<file path="src/rtl/serial_adder_pkg.sv">
// Shared definitions for the bit-serial adder sequencer: state encoding and
// the bit-index width helper.
package serial_adder_pkg;

   localparam logic [1:0] S_IDLE    = 2'd0;
   localparam logic [1:0] S_PHASE_A = 2'd1;
   localparam logic [1:0] S_PHASE_B = 2'd2;
   localparam logic [1:0] S_DONE    = 2'd3;

   // Bit-index width: enough to address WIDTH bits, never narrower than one bit
   function automatic int idx_width(input int w);
      return (w > 1) ? $clog2(w) : 1;
   endfunction

endpackage

</file>
<file path="src/rtl/serial_adder_ctrl_half_adder.sv">
// Single-bit half adder, the datapath shared by the serial adder sequencer.
module Half_adder (
   input  logic bit1_i,
   input  logic bit2_i,
   output logic sum_o,
   output logic carry_o
);

   assign sum_o   = bit1_i ^ bit2_i;
   assign carry_o = bit1_i & bit2_i;

endmodule

</file>
<file path="src/rtl/serial_adder_ctrl.sv">
// Bit-serial WIDTH-bit adder. One half adder is time-shared: phase A adds the
// operand bits, phase B folds in the running carry. LSB first, two cycles per
// bit, result reported with a one-cycle done pulse.
module serial_adder_ctrl
   import serial_adder_pkg::*;
#(
   parameter int WIDTH = 8
) (
   input  logic             clk_i,
   input  logic             rst_n_i,
   input  logic             valid_i,
   input  logic [WIDTH-1:0] a_i,
   input  logic [WIDTH-1:0] b_i,
   output logic             ready_o,
   output logic             busy_o,
   output logic [WIDTH-1:0] sum_o,
   output logic             carry_o,
   output logic             done_o
);

   localparam int              IDX_W    = idx_width(WIDTH);
   localparam logic [IDX_W-1:0] LAST_IDX = IDX_W'(WIDTH - 1);

   logic [1:0]       r_state;
   logic [WIDTH-1:0] r_a;
   logic [WIDTH-1:0] r_b;
   logic [IDX_W-1:0] r_idx;
   logic             r_run_carry;
   logic             r_s1;
   logic             r_c1;
   logic [WIDTH-1:0] r_work_sum;
   logic [WIDTH-1:0] r_sum;
   logic             r_carry;

   logic [WIDTH-1:0] w_bit_sel;
   logic             w_ha_in1;
   logic             w_ha_in2;
   logic             w_ha_sum;
   logic             w_ha_carry;
   logic [WIDTH-1:0] w_work_next;
   logic             w_carry_next;

   // One-hot mask of the bit currently being processed
   assign w_bit_sel = WIDTH'(1) << r_idx;

   // Half adder operand mux: operand bits in phase A, partial sum + carry in phase B
   always_comb begin
      w_ha_in1 = 1'b0;
      w_ha_in2 = 1'b0;
      case (r_state)
         S_PHASE_A: begin
            w_ha_in1 = |(r_a & w_bit_sel);
            w_ha_in2 = |(r_b & w_bit_sel);
         end
         S_PHASE_B: begin
            w_ha_in1 = r_s1;
            w_ha_in2 = r_run_carry;
         end
         default: begin
            w_ha_in1 = 1'b0;
            w_ha_in2 = 1'b0;
         end
      endcase
   end

   Half_adder u_ha (
      .bit1_i  (w_ha_in1),
      .bit2_i  (w_ha_in2),
      .sum_o   (w_ha_sum),
      .carry_o (w_ha_carry)
   );

   // Working sum with this cycle's result bit merged in, and the carry into the next bit
   assign w_work_next  = (r_work_sum & ~w_bit_sel) | ({WIDTH{w_ha_sum}} & w_bit_sel);
   assign w_carry_next = r_c1 | w_ha_carry;

   // Sequencer and working registers; sum/carry outputs update only on entry to DONE
   always_ff @(posedge clk_i or negedge rst_n_i) begin
      if (!rst_n_i) begin
         r_state     <= S_IDLE;
         r_a         <= '0;
         r_b         <= '0;
         r_idx       <= '0;
         r_run_carry <= 1'b0;
         r_s1        <= 1'b0;
         r_c1        <= 1'b0;
         r_work_sum  <= '0;
         r_sum       <= '0;
         r_carry     <= 1'b0;
      end else begin
         case (r_state)
            S_IDLE: begin
               if (valid_i) begin
                  r_a         <= a_i;
                  r_b         <= b_i;
                  r_idx       <= '0;
                  r_run_carry <= 1'b0;
                  r_work_sum  <= '0;
                  r_state     <= S_PHASE_A;
               end
            end
            S_PHASE_A: begin
               r_s1    <= w_ha_sum;
               r_c1    <= w_ha_carry;
               r_state <= S_PHASE_B;
            end
            S_PHASE_B: begin
               r_work_sum  <= w_work_next;
               r_run_carry <= w_carry_next;
               if (r_idx == LAST_IDX) begin
                  r_sum   <= w_work_next;
                  r_carry <= w_carry_next;
                  r_state <= S_DONE;
               end else begin
                  r_idx   <= r_idx + IDX_W'(1);
                  r_state <= S_PHASE_A;
               end
            end
            default: begin
               r_state <= S_IDLE;
            end
         endcase
      end
   end

   assign ready_o = (r_state == S_IDLE);
   assign busy_o  = (r_state != S_IDLE);
   assign done_o  = (r_state == S_DONE);
   assign sum_o   = r_sum;
   assign carry_o = r_carry;

endmodule

</file>
<file path="config.mk">
export PLATFORM = sky130hd
export DESIGN_NAME = serial_adder_ctrl
export DESIGN_NICKNAME = d
export VERILOG_FILES = /design/src/rtl/serial_adder_pkg.sv /design/src/rtl/serial_adder_ctrl_half_adder.sv /design/src/rtl/serial_adder_ctrl.sv
export SDC_FILE = /design/constraint.sdc
export NUM_CORES = 1
export LEC_CHECK = 0
export CORE_ASPECT_RATIO = 0.8
export CORE_UTILIZATION = 25
export CTS_CLUSTER_SIZE = 16
export DETAILED_ROUTE_END_ITERATION = 10
export GPL_ROUTABILITY_DRIVEN = 0
export PLACE_DENSITY_LB_ADDON = 0.25
export SLEW_MARGIN = 20
export SYNTH_ARGS = -nofsm -noshare
export SYNTH_HDL_FRONTEND = slang
export SYNTH_SLANG_ARGS = --single-unit
</file>
<file path="constraint.sdc">
create_clock -name clk_i -period 2.24 [get_ports clk_i]
set_input_delay 0.448 -clock clk_i [delete_from_list [all_inputs] [get_ports clk_i]]
set_output_delay 0.448 -clock clk_i [all_outputs]
set_load 0.02 [all_outputs]
</file>
======== After elaboration in Yosys (flattened, before gate mapping) ========
Index checks and enable logic that the tools add are counted.
W data, S select, Z words.
storage, ports and cells
  flip-flop bits (word level) ............. 41
  bits in latches ......................... 0
  bits in writable memories ............... 0
  memory bits (read-only) ................. 0
  input bits .............................. 19
  output and inout bits ................... 12
  word-level logic and storage cells ...... 48
  memories ................................ 0
cells by class
  $add $sub $neg .......................... 1
  multiply operators ...................... 0
  div/mod/pow operators ................... 0
  order comparisons ....................... 0
  eq/ne operators ......................... 6
  shift operators ......................... 1
  multiplexer cells ....................... 12
  bitwise operators ....................... 9
  reductions and logical operators ........ 9
operators by type and width
  operator               number
  $and A8 B8 Y8          4
  $pmux W8 S2            1
  $reduce_or A8 Y1       2
  $mux W8                1
  $not A8 Y8             1
  $or A8 B8 Y8           1
  $shl A1 B3 Y8 const A  1
  $mux W3                2
  $pmux W1 S2            3
  $pmux W2 S3            1
  $pmux W3 S2            1
  $reduce_and A2 Y1      3
  $eq A2 B2 Y1 const B   2
  $mux W2                2
  $ne A2 B2 Y1 const B   2
  $reduce_bool A2 Y1     2
  $add A3 B1 Y3 const B  1
  $eq A3 B3 Y1 const B   1
  $reduce_and A3 Y1      1
  $eq A2 B1 Y1 const B   1
  $logic_not A2 Y1       1
  $and A1 B1 Y1          1
  $mux W1                1
  $or A1 B1 Y1           1
  $xor A1 B1 Y1          1

======== Logic depth before layout (Yosys ltp) ========
  word-level depth ........................ 8
  gate-level depth with buffers ........... 11

======== Cells and area by module ========
From an unflattened synthesis, not the netlist that was laid out.
second synthesis, totals
  cells, all modules ...................... 175
  area, all modules ....................... 1963.1 sq um
by module, submodules not included
  module             times used  cells each  area each (sq um)
  serial_adder_ctrl  1           174         1950.6
  Half_adder         1           1           12.5

======== Worst setup path after synthesis ========
No wires, ideal clock.
  kind .................................... reg-to-reg
  from .................................... register r_idx[0]
  to ...................................... register r_work_sum[5]
  arrival ................................. 2.257 ns
  path slack .............................. -0.100 ns
  stages on the path, launching flop included .. 12
  path buffers ............................ 2
  period minus slack after synthesis ...... 2.340 ns
  cell sequence ........................... dfrtp_1 -> ha_1 -> ha_1 -> buf_2 -> a222oi_1 -> o211ai_1 -> nor2_1 -> nor3b_1 -> ha_1 -> clkbuf_1 -> nand3_1 -> o22ai_1
on the way
  cells in the longest elaborated chain, start to end .. 8
  elaborated cells on any way between the ends .. 13
  classes of those cells .................. 1 x shift; 3 x mux; 7 x bitwise; 2 x reduce/logical
RTL lines
  what                                        RTL line                                          source
  from (decl)                                 serial_adder_ctrl.sv:27                           logic [IDX_W-1:0] r_idx;
  from (signal assigned)                      serial_adder_ctrl.sv:115                          r_idx <= r_idx + IDX_W'(1);
  $shl A1 B3 Y8 (*)                           serial_adder_ctrl.sv:44                           assign w_bit_sel = WIDTH'(1) << r_idx;
  $and A8 B8 Y8, on equally long branches     serial_adder_ctrl.sv:52, serial_adder_ctrl.sv:53
  $reduce_or A8 Y1, on equally long branches  serial_adder_ctrl.sv:52, serial_adder_ctrl.sv:53
  $pmux W1 S2                                 serial_adder_ctrl.sv:50                           case (r_state)
  $xor A1 B1 Y1 (*)                           serial_adder_ctrl_half_adder.sv:9                 assign sum_o = bit1_i ^ bit2_i;
  named net u_ha.sum_o                        serial_adder_ctrl_half_adder.sv:5                 output logic sum_o,
  $and A8 B8 Y8 (*)                           serial_adder_ctrl.sv:74                           assign w_work_next = (r_work_sum & ~w_bit_sel) | ({WIDTH{w_ha_sum}} & w_bit_sel);
  $or A8 B8 Y8 (*)                            serial_adder_ctrl.sv:74
  $pmux W8 S2 (*)                             serial_adder_ctrl.sv:91                           case (r_state)
  to (signal assigned)                        serial_adder_ctrl.sv:108                          r_work_sum <= w_work_next;
  to (decl)                                   serial_adder_ctrl.sv:31                           logic [WIDTH-1:0] r_work_sum;
The timed path passes the listed nets; every way through them passes the cells marked *.
A chain may end at the register's enable or synchronous reset.

======== Worst setup path in the final report ========
  from .................................... register r_idx[1]
  to ...................................... register r_sum[7] (netlist: sum_o[7])
on the way
  cells in the longest elaborated chain, start to end .. 7
  elaborated cells on any way between the ends .. 14
  classes of those cells .................. 1 x eq/ne; 1 x shift; 2 x mux; 7 x bitwise; 3 x reduce/logical
RTL lines
  what                                        RTL line                                          source
  $shl A1 B3 Y8 (*)                           serial_adder_ctrl.sv:44
  $and A8 B8 Y8, on equally long branches     serial_adder_ctrl.sv:52, serial_adder_ctrl.sv:53
  $reduce_or A8 Y1, on equally long branches  serial_adder_ctrl.sv:52, serial_adder_ctrl.sv:53
  $pmux W1 S2                                 serial_adder_ctrl.sv:50
  $xor A1 B1 Y1 (*)                           serial_adder_ctrl_half_adder.sv:9
  named net u_ha.sum_o                        serial_adder_ctrl_half_adder.sv:5
  $and A8 B8 Y8 (*)                           serial_adder_ctrl.sv:74
  $or A8 B8 Y8 (*)                            serial_adder_ctrl.sv:74
  to (signal assigned)                        serial_adder_ctrl.sv:111                          r_sum <= w_work_next;
  to (decl)                                   serial_adder_ctrl.sv:32                           logic [WIDTH-1:0] r_sum;
Marks and branches as above.

==> flow_summary.ini <==
[clock_network]
cts_hold_buf = 0
max-clock-path-buffers = 2
clockRootBuffer = clkbuf_8
cts-htree-levels = 2
clkSlewWorstSetupHoldPaths_ns = 0.08
clock-sinks = 40
clkLatencyLatePin_ns = 0.29
cts_buffers = 5
cts_tree = built

[cells_and_area]
final_cell_mix = dfrtp_1, clkdlybuf4s50_1, buf_4, mux2_2, nand2_1
fin_cells = 335
num-fill-cells = 751
fin_util_pct = 36.4
final_common_cell = dfrtp_1
synthToLayoutAreaGrowth_pct = 38.7
seq_area_mm2 = 0.00100
multi_input_area_um2 = 981
drive_above_1_share_pct = 29.1
final_cell_area_mm2 = 0.00274
final_nets = 260
antennaDiodeCount = 0

[routing]
via_per_inst = 4.56
via_count = 1529
drt-initial-drc-count = 67
wl_um = 4490
detail-route-antenna-nets = 0
drt-pass1-iter-count = 4
drcViolationCount = 0
routedWlPerCell_um = 13.4

[worst_setup_path]
crit_buf_inv = 2
required_ns = 2.42
regToRegStartpoint = r_idx[1]$_DFFE_PN0P_
path_class = register to register
crit_chain = inv_1, ha_1, a22oi_1, a21oi_1, nor2_1, nor3b_2, ha_4, buf_6, mux2_2
critPathMaxFanout = 6
critPathMaxStageDelay_ns = 0.44
regToRegSetupSlack_ns = 0.03
crit_path_top_delay_cell = dfrtp_1
cp-end-kind = register
cp-startpoint = r_idx[1]$_DFFE_PN0P_
crit_family = adder cells
arrival_ns = 2.39
start_kind = register

[yosys]
syn_area_per_cell_um2 = 11.3
seq_area_frac_synth_pct = 50.7
synthCells = 175
synthesis.area_mm2 = 0.00197
synth_nets = 206
synth_seq_cells = 40
ys_warn_count = 0
yosysUniqueCellTypes = 33

[timing]
report.final.slew_viol_count = 0
maxSlewHeadroom_pct = 55.5
period_share_pct = 98.6
hold_violations = 0
finClkSkew_ns = 0.00421
setup_violations = 0
tightestPinTransition_ns = 0.663
finalCriticalPeriod_ns = 2.21
rsz0062_at_grt = yes
max_freq_mhz = 453
hold_slack_ns = 0.108

[placed_design]
dp_cells = 324
placed_area_mm2 = 0.00253
dp_hpwl_um = 3340
io_buffer_count = 30

[die]
die_w_um = 101
core-area_mm2 = 0.00753
die-area_mm2 = 0.00826
ios = 31
start_util_pct = 26.2
row_count = 28
fp.dieH_um = 81.5

[grt]
grt_pass1_wl_um = 7520
grt_start_max_net_pins = 22
first_global_vias = 1480
grt_use_total_pct = 12.1
grt_antenna_before_repair = 0
grt-ovfl-total = 0

[run]
cap_violations = 0

[power_and_ir_drop]
power.leakage_nw = 1.23
p_total_mw = 2.96
ir_drop_mv = 0.360
power_density_mw_per_mm2 = 1080

[min_path]
hold_path_class = input port to asynchronous set/reset pin

[run_status]
status = finished, final reports clean
-- metal layers --
metal  vias up  part of all wire, %  track usage (%)
li1        727                    -                -
met1       757                   52             17.6
met2        34                   42             17.3
met3        11                  4.2             3.15
met4         0                  1.3             3.91
met5         -                    0                0
-- cells by family (layout without fill, tap and decap cells) --
| group | Yosys count | after routing | share of synthesized area, % |
|---|---|---|---|
| AND/OR/NAND/NOR | 38 | 38 | 9.00 |
| adder cells (fa/ha/maj) | 12 | 12 | 7.60 |
| multiplexers | 28 | 28 | 15.5 |
| buffers and inverters | 16 | 71 | 3.87 |
| flip-flops | 40 | 40 | 50.7 |
| AO/OA/AOI/OAI | 41 | 41 | 13.4 |
-- report_power, final --
group          switching (mW)  internal, mW  total, mW
sequential              0.135         0.933       1.07
clock                   0.252         0.250      0.503
combinational           0.691         0.702       1.39
total                    1.08          1.89       2.96
-- layout make-up --
class | instances | share of cell area, %
repair buffers | 55 | 18.3
flip-flops and latches | 40 | 36.6
multi-input cells | 119 | 35.8
clock buffers | 7 | 3.15
clock inverters | 1 | 0.274
inverters | 8 | 1.10
well taps | 105 | 4.80
-- metrics by stage --
step	TNS (ns)	setup WS, ns
floorplan	0	0.0219
global placement	-0.0161	-0.00856
detailed placement	-0.551	-0.0999
CTS	-0.262	-0.0682
global route	-0.823	-0.101
finish	0	0.0312
-- synth_stat cells, drive strengths merged --
cell / n / area share, %
dfrtp: 40 / 51
mux2: 20 / 11
nand2: 16 / 3.2
a21oi: 13 / 3.3
ha: 12 / 7.6
nor2: 12 / 2.3
o21ai: 9 / 2.3
inv: 8 / 1.5
mux2i: 8 / 4.1
buf: 6 / 2.0
a22o: 5 / 2.2
a22oi: 3 / 1.1
nand2b: 3 / 1.3
a222oi: 2 / 1.0
and3: 2 / 0.63
clkbuf: 2 / 0.38
nand3: 2 / 0.51
o22ai: 2 / 0.63
a21o: 1 / 0.38
a221oi: 1 / 0.44
a31oi: 1 / 0.32
a32o: 1 / 0.51
and2: 1 / 0.32
and2b: 1 / 0.38
nor3b: 1 / 0.38
o211ai: 1 / 0.38
o21bai: 1 / 0.38
o31ai: 1 / 0.38
-- flip-flops by register name, summed over array words and instances, names as in the netlist --
name	cells
r_a	8
r_b	8
sum_o	8
r_work_sum	7
r_idx	3
r_state	2
carry_o	1
r_c1	1
r_run_carry	1
r_s1	1
-- worst reg2reg max path, stage by stage (launching register included) --
cell and delay [ns]:
dfrtp_1 0.44, inv_1 0.12, ha_1 0.28, a22oi_1 0.12, a21oi_1 0.20, nor2_1 0.08, nor3b_2 0.22, ha_4 0.25
buf_6 0.14, mux2_2 0.26
-- worst paths after layout --
kind                                             end  cells after the start
min in group clk_i         r_work_sum[6]$_DFFE_PN0P_                      2
max in group asynchronous       r_idx[0]$_DFFE_PN0P_                      2
hold / removal                r_state[0]$_DFFE_PN0P_                      1
hold reg to reg            r_work_sum[6]$_DFFE_PN0P_                      2
setup / recovery                sum_o[7]$_DFFE_PN0P_                      9
setup reg to reg                sum_o[7]$_DFFE_PN0P_                      9
-- what timing repair did --
item,4_1_cts,5_1_grt
setup endpoints to repair,9,18
pin swaps,10,7
resized for setup,6,15
buffers inserted,3,0
Power figures use the tool's default switching activity.
